--- src/rtl/tt_bcd_updown_display.sv ---
// tt_bcd_updown_display
// Debounced N-digit BCD up/down counter driving a time-multiplexed 7-segment
// display. The display blanks leading zeros and shows a sticky limit indicator
// on the dp of digit 0. Buttons are synchronised and debounced, and only
// press edges count.
module tt_bcd_updown_display #(
  parameter int NUM_DIGITS      = 2,
  parameter int DEBOUNCE_CYCLES = 16,
  parameter int REFRESH_CYCLES  = 64,
  parameter int WRAP            = 1
) (
  input  logic                    clk,
  input  logic                    rst_n,
  input  logic                    ena,
  input  logic                    btn_inc,
  input  logic                    btn_dec,
  input  logic                    btn_clr,
  output logic [7:0]              seg_out,
  output logic [NUM_DIGITS-1:0]   digit_sel,
  output logic [4*NUM_DIGITS-1:0] count_bcd,
  output logic                    limit_pulse
);

  localparam int CW      = 4 * NUM_DIGITS;
  localparam int DBW     = $clog2(DEBOUNCE_CYCLES);
  localparam int RFW     = $clog2(REFRESH_CYCLES);
  localparam int DIW     = (NUM_DIGITS > 1) ? $clog2(NUM_DIGITS) : 1;
  localparam int BTN_INC = 0;
  localparam int BTN_DEC = 1;
  localparam int BTN_CLR = 2;

  // Button input path
  logic [2:0]          btn_raw;
  logic [2:0]          sync1, sync2;   // two-flop synchroniser stages
  logic [2:0]          accepted;       // debounced level per button
  logic [2:0]          armed;          // button has been seen released since reset
  logic [2:0]          press;          // one-cycle accepted 0->1 events
  logic [2:0][DBW-1:0] db_cnt;
  logic [1:0]          primed;         // synchroniser holds real samples

  // Counter state
  logic [CW-1:0] count, count_next, inc_val, dec_val;
  logic          carry, borrow, at_max, at_zero;
  logic          sticky, sticky_next, limit_next;
  logic          ev_clr, ev_inc, ev_dec;

  // Display scan state
  logic [RFW-1:0]        scan_cnt, scan_next;
  logic [DIW-1:0]        digit_idx, idx_next;
  logic [NUM_DIGITS-1:0] sel_next;
  logic [3:0]            nib;
  logic                  upper_nz;
  logic [7:0]            seg_next;

  assign btn_raw   = {btn_clr, btn_dec, btn_inc};
  assign count_bcd = count;

  // Synchronise, debounce and edge-detect each button. A level held across
  // reset is never armed, so it cannot produce a press after reset release.
  always_ff @(posedge clk or negedge rst_n) begin
    if (!rst_n) begin
      sync1    <= '0;
      sync2    <= '0;
      accepted <= '0;
      armed    <= '0;
      press    <= '0;
      db_cnt   <= '0;
      primed   <= '0;
    end else begin
      // NOTE: every flop is updated with <= so all flops see the values from
      // before the edge, whatever order the statements appear in.
      sync1  <= btn_raw;
      sync2  <= sync1;
      primed <= {primed[0], 1'b1};
      press  <= '0;
      for (int b = 0; b < 3; b++) begin
        if (sync2[b] == accepted[b]) begin
          db_cnt[b] <= '0;
        end else if (db_cnt[b] == DBW'(DEBOUNCE_CYCLES - 1)) begin
          db_cnt[b]   <= '0;
          accepted[b] <= sync2[b];
          press[b]    <= sync2[b] & armed[b];
        end else begin
          db_cnt[b] <= db_cnt[b] + 1'b1;
        end
        if (primed[1] && !sync2[b]) armed[b] <= 1'b1;
      end
    end
  end

  assign ev_clr = ena & press[BTN_CLR];
  assign ev_inc = ena & press[BTN_INC] & ~press[BTN_DEC];
  assign ev_dec = ena & press[BTN_DEC] & ~press[BTN_INC];

  // BCD ripple increment and decrement of the current count
  always_comb begin
    // NOTE: every signal driven here gets a default before any branch, so no
    // path leaves one unassigned and no latch is inferred. The carry and
    // borrow chains use blocking updates on purpose: each digit sees the
    // value left by the digit below it.
    inc_val = count;
    dec_val = count;
    carry   = 1'b1;
    borrow  = 1'b1;
    for (int k = 0; k < NUM_DIGITS; k++) begin
      if (carry) begin
        if (count[4*k +: 4] == 4'd9) begin
          inc_val[4*k +: 4] = 4'd0;
        end else begin
          inc_val[4*k +: 4] = count[4*k +: 4] + 4'd1;
          carry             = 1'b0;
        end
      end
      if (borrow) begin
        if (count[4*k +: 4] == 4'd0) begin
          dec_val[4*k +: 4] = 4'd9;
        end else begin
          dec_val[4*k +: 4] = count[4*k +: 4] - 4'd1;
          borrow            = 1'b0;
        end
      end
    end
    at_max  = carry;
    at_zero = borrow;
  end

  // Next count, sticky flag and limit pulse. Priority is clr, then
  // inc+dec cancel, then inc, then dec.
  always_comb begin
    count_next  = count;
    sticky_next = sticky;
    limit_next  = 1'b0;
    if (ev_clr) begin
      count_next  = '0;
      sticky_next = 1'b0;
    end else if (ev_inc) begin
      if (at_max) begin
        limit_next  = 1'b1;
        sticky_next = 1'b1;
        if (WRAP != 0) count_next = inc_val;
      end else begin
        count_next = inc_val;
      end
    end else if (ev_dec) begin
      if (at_zero) begin
        limit_next  = 1'b1;
        sticky_next = 1'b1;
        if (WRAP != 0) count_next = dec_val;
      end else begin
        count_next = dec_val;
      end
    end
  end

  // Count, sticky flag and limit pulse registers
  always_ff @(posedge clk or negedge rst_n) begin
    if (!rst_n) begin
      count       <= '0;
      sticky      <= 1'b0;
      limit_pulse <= 1'b0;
    end else begin
      count       <= count_next;
      sticky      <= sticky_next;
      limit_pulse <= limit_next;
    end
  end

  // Scan timing: hold each digit for REFRESH_CYCLES clocks, then move on
  always_comb begin
    scan_next = scan_cnt + 1'b1;
    idx_next  = digit_idx;
    if (scan_cnt == RFW'(REFRESH_CYCLES - 1)) begin
      scan_next = '0;
      idx_next  = (digit_idx == DIW'(NUM_DIGITS - 1)) ? '0 : digit_idx + 1'b1;
    end
  end

  // Segment pattern for the digit selected next cycle. It is built from the
  // next count, so segments and digit select change in the same register
  // update, and count changes show up immediately, even mid-dwell.
  always_comb begin
    nib      = 4'd0;
    upper_nz = 1'b0;
    sel_next = '0;
    for (int k = 0; k < NUM_DIGITS; k++) begin
      if (DIW'(k) == idx_next) begin
        nib         = count_next[4*k +: 4];
        sel_next[k] = 1'b1;
      end
      if (DIW'(k) >= idx_next && count_next[4*k +: 4] != 4'd0) upper_nz = 1'b1;
    end
    case (nib)
      4'd0:    seg_next = 8'h3F;
      4'd1:    seg_next = 8'h06;
      4'd2:    seg_next = 8'h5B;
      4'd3:    seg_next = 8'h4F;
      4'd4:    seg_next = 8'h66;
      4'd5:    seg_next = 8'h6D;
      4'd6:    seg_next = 8'h7D;
      4'd7:    seg_next = 8'h07;
      4'd8:    seg_next = 8'h7F;
      4'd9:    seg_next = 8'h6F;
      default: seg_next = 8'h00;
    endcase
    if (idx_next != '0 && !upper_nz) seg_next = 8'h00;
    if (idx_next == '0 && sticky_next) seg_next[7] = 1'b1;
  end

  // Scan counter, digit index and registered display outputs
  always_ff @(posedge clk or negedge rst_n) begin
    if (!rst_n) begin
      scan_cnt  <= '0;
      digit_idx <= '0;
      digit_sel <= NUM_DIGITS'(1);
      seg_out   <= 8'h3F;
    end else begin
      scan_cnt  <= scan_next;
      digit_idx <= idx_next;
      digit_sel <= sel_next;
      seg_out   <= seg_next;
    end
  end

endmodule

--- config.mk ---
export PLATFORM = sky130hd
export DESIGN_NAME = tt_bcd_updown_display
export DESIGN_NICKNAME = d
export VERILOG_FILES = /design/src/rtl/tt_bcd_updown_display.sv
export SDC_FILE = /design/constraint.sdc
export NUM_CORES = 1
export LEC_CHECK = 0
export CORE_ASPECT_RATIO = 1.4
export CORE_MARGIN = 2
export CORE_UTILIZATION = 32
export DETAILED_ROUTE_END_ITERATION = 6
export SYNTH_ARGS = -nofsm -noshare
export SYNTH_HDL_FRONTEND = slang
export SYNTH_SLANG_ARGS = --single-unit
--- constraint.sdc ---
create_clock -name clk -period 3.3 [get_ports clk]
set_clock_uncertainty 0.15 [all_clocks]
set_input_delay 0.99 -clock clk [delete_from_list [all_inputs] [get_ports clk]]
set_output_delay 0.99 -clock clk [all_outputs]
set_load 0.03 [all_outputs]
==> out/qor.txt <==
Post-layout min period: 3.00 ns
Tot GR Track Use: 0.133
Number of top-level pins: 25
Endpoint kind of the worst setup timing path: flip-flop
Start point of the worst hold path: sync1[1]
Overall power: 1300 µW
Kind of path behind the tightest hold check: flip-flop to flip-flop
Post-synth EDFFs: 0
Residual antenna-violating net count after detailed routing: 0
Average detailed-routed wire length per instance: 14.2 µm
Maximum number of buffers from clock root to sink: 2
Clock input transition at the sequential cells of the worst setup and hold paths: 0.07 ns
Pwr per Cell Area: 363 nW/µm²
Number of remaining DRC errors: 0
Total wirelength of the detailed-routed design: 5980 µm
Diodes inserted: 0
Data required time of the worst path: 3.35 ns
Status: finished, final reports clean
Clock sinks: 55
Number of H-tree branching levels: 2
Number of antenna violations at the first check in global routing: 0
Reg2reg start: count_bcd[5]
Worst slew margin: 0.635
Layout-stage area growth over the synthesis result: 24.9%
Nature of the critical path startpoint: flip-flop
Area inside the core boundary: 8660 µm²
Fraction of layout cells with a size suffix above 1: 0.213
Final Net Count: 335
Fill cell total of the finished layout: 852
Aggregate global routing overflow: 0
Routed vias/inst: 5.11
Routability-driven placement congestion ratio: 0.830
Fin crit share: 0.909
Die span in x: 83.9 µm
Post-detailed-placement half-perimeter wirelength: 4550 µm
Total iterations of the first detailed-routing run: 4
Die Area: 9720 µm²
Nets in the synthesized netlist: 282
Seq/Total Area, Yosys: 0.484
Highest attainable clock frequency: 0.333 GHz
Buffers on Ports: 24
Worst hold endpoint: sync2[1]
Critical path class: flip-flop to flip-flop
Commonest non-fill, non-tap cell in the layout: sky130_fd_sc_hd__dfrtp_1
Peak ir drop on the vdd network: 0.000374 V
Number of hold-slack violations in the final timing report: 0
Cells on Worst Hold Path: 0
Die outline height: 116 µm
#FFs+latches synth: 55
RSZ-0062 raised after global routing: false
Clock latency reported for the late side of the worst-skew pair: 0.29 ns
Starting density of the core: 0.330
Synthesized area per cell: 11.0 µm²
Cells after Synth: 261
Signal arrival time at the worst endpoint: 3.05 ns
CP Max Fanout: 6
Number of cells traversed by the worst register-to-register path: 10
Worst R2R Setup Slack: 0.30 ns
Top library cells by usage in the layout, fill and taps aside: sky130_fd_sc_hd__dfrtp_1 (48), sky130_fd_sc_hd__buf_4 (32), sky130_fd_sc_hd__clkdlybuf4s50_1 (22)
Pin count of the biggest net entering global routing: 27
First-pass GRT wire length: 10,300 µm
Final max-slew violation count: 0
Most used flip-flop cell after synthesis: sky130_fd_sc_hd__dfrtp_1
Post-route cell area: 3570 µm²
Number of global-route vias before repair: 2,170
Number of buffers inserted during clock tree synthesis: 5
Count of maximum capacitance violations: 0
Site Rows: 40
Setup violators final: 0
Cell area reported after detailed placement: 3390 µm²
Share of async-settable or async-resettable flops after synthesis: 1.00
Number of vias after detailed routing: 2,145
Root buffer cell: sky130_fd_sc_hd__clkbuf_16
Least-Margin Pin Slew: 0.548 ns
Cell leakage power: 0.00157 µW
Combined area of all synthesized cells: 2860 µm²
Clock tree from TritonCTS: yes
DRC violation total after the first TritonRoute iteration: 114
Synth unique cells: 62
Endpoint of the worst-slack reg-to-reg timing path: seg_out[4]
Synthesis Warnings: 0
-- report_power, final --
part | internal, µW | switching (µW)
sequential | 689 | 11.7
combinational | 20.8 | 26.8
clock | 323 | 227
total | 1030 | 265
-- synth_stat cells, drive strengths merged, types with 4 or more instances --
library cell / count / area, µm²
xnor2: 9 / 78.8
a21oi: 13 / 65.1
a21o: 4 / 30.0
nand3: 10 / 55.1
nor2b: 5 / 31.3
inv: 15 / 58.8
nand4b: 5 / 43.8
nand3b: 4 / 30.0
a211oi: 6 / 55.1
ha: 15 / 188
and2: 6 / 37.5
nor3b: 4 / 30.0
o21ai: 11 / 55.1
nor2: 16 / 62.6
a311oi: 4 / 47.6
dfstp: 7 / 184
nand2: 17 / 63.8
buf: 8 / 57.6
nor3: 5 / 25.0
dfrtp: 48 / 1200
mux2i: 4 / 43.8
-- worst max-delay path, stage by stage (launching register included) --
cell,delay [ns]
sky130_fd_sc_hd__dfrtp_1,0.45
sky130_fd_sc_hd__inv_1,0.16
sky130_fd_sc_hd__ha_1,0.25
sky130_fd_sc_hd__nor3b_1,0.45
sky130_fd_sc_hd__o211ai_1,0.18
sky130_fd_sc_hd__and4_1,0.24
sky130_fd_sc_hd__mux2i_2,0.20
sky130_fd_sc_hd__ha_1,0.23
sky130_fd_sc_hd__nor2_1,0.06
sky130_fd_sc_hd__a221o_1,0.34
sky130_fd_sc_hd__o31ai_1,0.22
-- metrics by stage --
stage               instances   util  setup slack, ns  hold WS, ns  TNS (ns)
global route              420  0.413           0.0946        0.212         0
detailed placement        410  0.391           -0.363        0.186     -1.66
global placement          410  0.391           -0.300        0.182     -1.48
floorplan                 261      -            0.248        0.181         0
finish                    420  0.413            0.299        0.197         0
CTS                       418  0.411          0.00379        0.201         0
-- timing repair --
action | in CTS | in global routing
setup buffers | 0 | 2
gates resized for setup | 3 | 1
endpoints found under the hold margin | 0 | 0
hold buffers | 0 | 0
pin swaps | 0 | 1
endpoints found under the setup margin | 2 | 7
cloned | 0 | 0
-- sequential cells by signal, summed over array words and instances, names as in the netlist --
signal,count
sync2,3
count_bcd,8
primed,2
accepted,3
sticky,1
seg_out,8
sync1,3
limit_pulse,1
db_cnt,12
armed,3
digit_idx,1
digit_sel,1
press,3
scan_cnt,6
-- how the worst max path moves through the flow --
stage	start	to	slack, ns	depth (start not counted)
2_1_floorplan	ena	seg_out[4]	0.25	11
3_3_place_gp	ena	seg_out[4]	-0.30	10
3_5_place_dp	ena	seg_out[4]	-0.36	10
4_1_cts	ena	seg_out[4]	0.004	10
5_1_grt	count_bcd[5]	seg_out[4]	0.09	10
6_report	count_bcd[5]	seg_out[4]	0.30	10
-- area by class of cell --
class	instances	area, µm²	area share
sequential	55	1390	0.388
multi-input combinational	181	1360	0.381
timing repair buffer	56	478	0.134
clock buffer	8	156	0.0438
tap	105	131	0.0368
inverter	15	58.8	0.0165
-- routing by layer --
metal | global-route usage | vias to the layer above | share of wire
met2 | 0.247 | 43 | 0.54
met1 | 0.152 | 1056 | 0.41
met5 | 0 | - | 0
met4 | 0.0581 | 0 | 0.014
met3 | 0.0214 | 6 | 0.032
li1 | - | 1040 | -
-- cells by family after synthesis --
family                   share of synthesized area
multiplexers                                0.0284
other                                      0.00131
AND/OR/NAND/NOR                              0.178
flip-flops                                   0.484
AO/OA/AOI/OAI                                0.163
adder cells (fa/ha/maj)                     0.0656
XOR/XNOR                                    0.0367
buffers and inverters                       0.0433
Note: power is estimated with default switching activity, not from simulation.
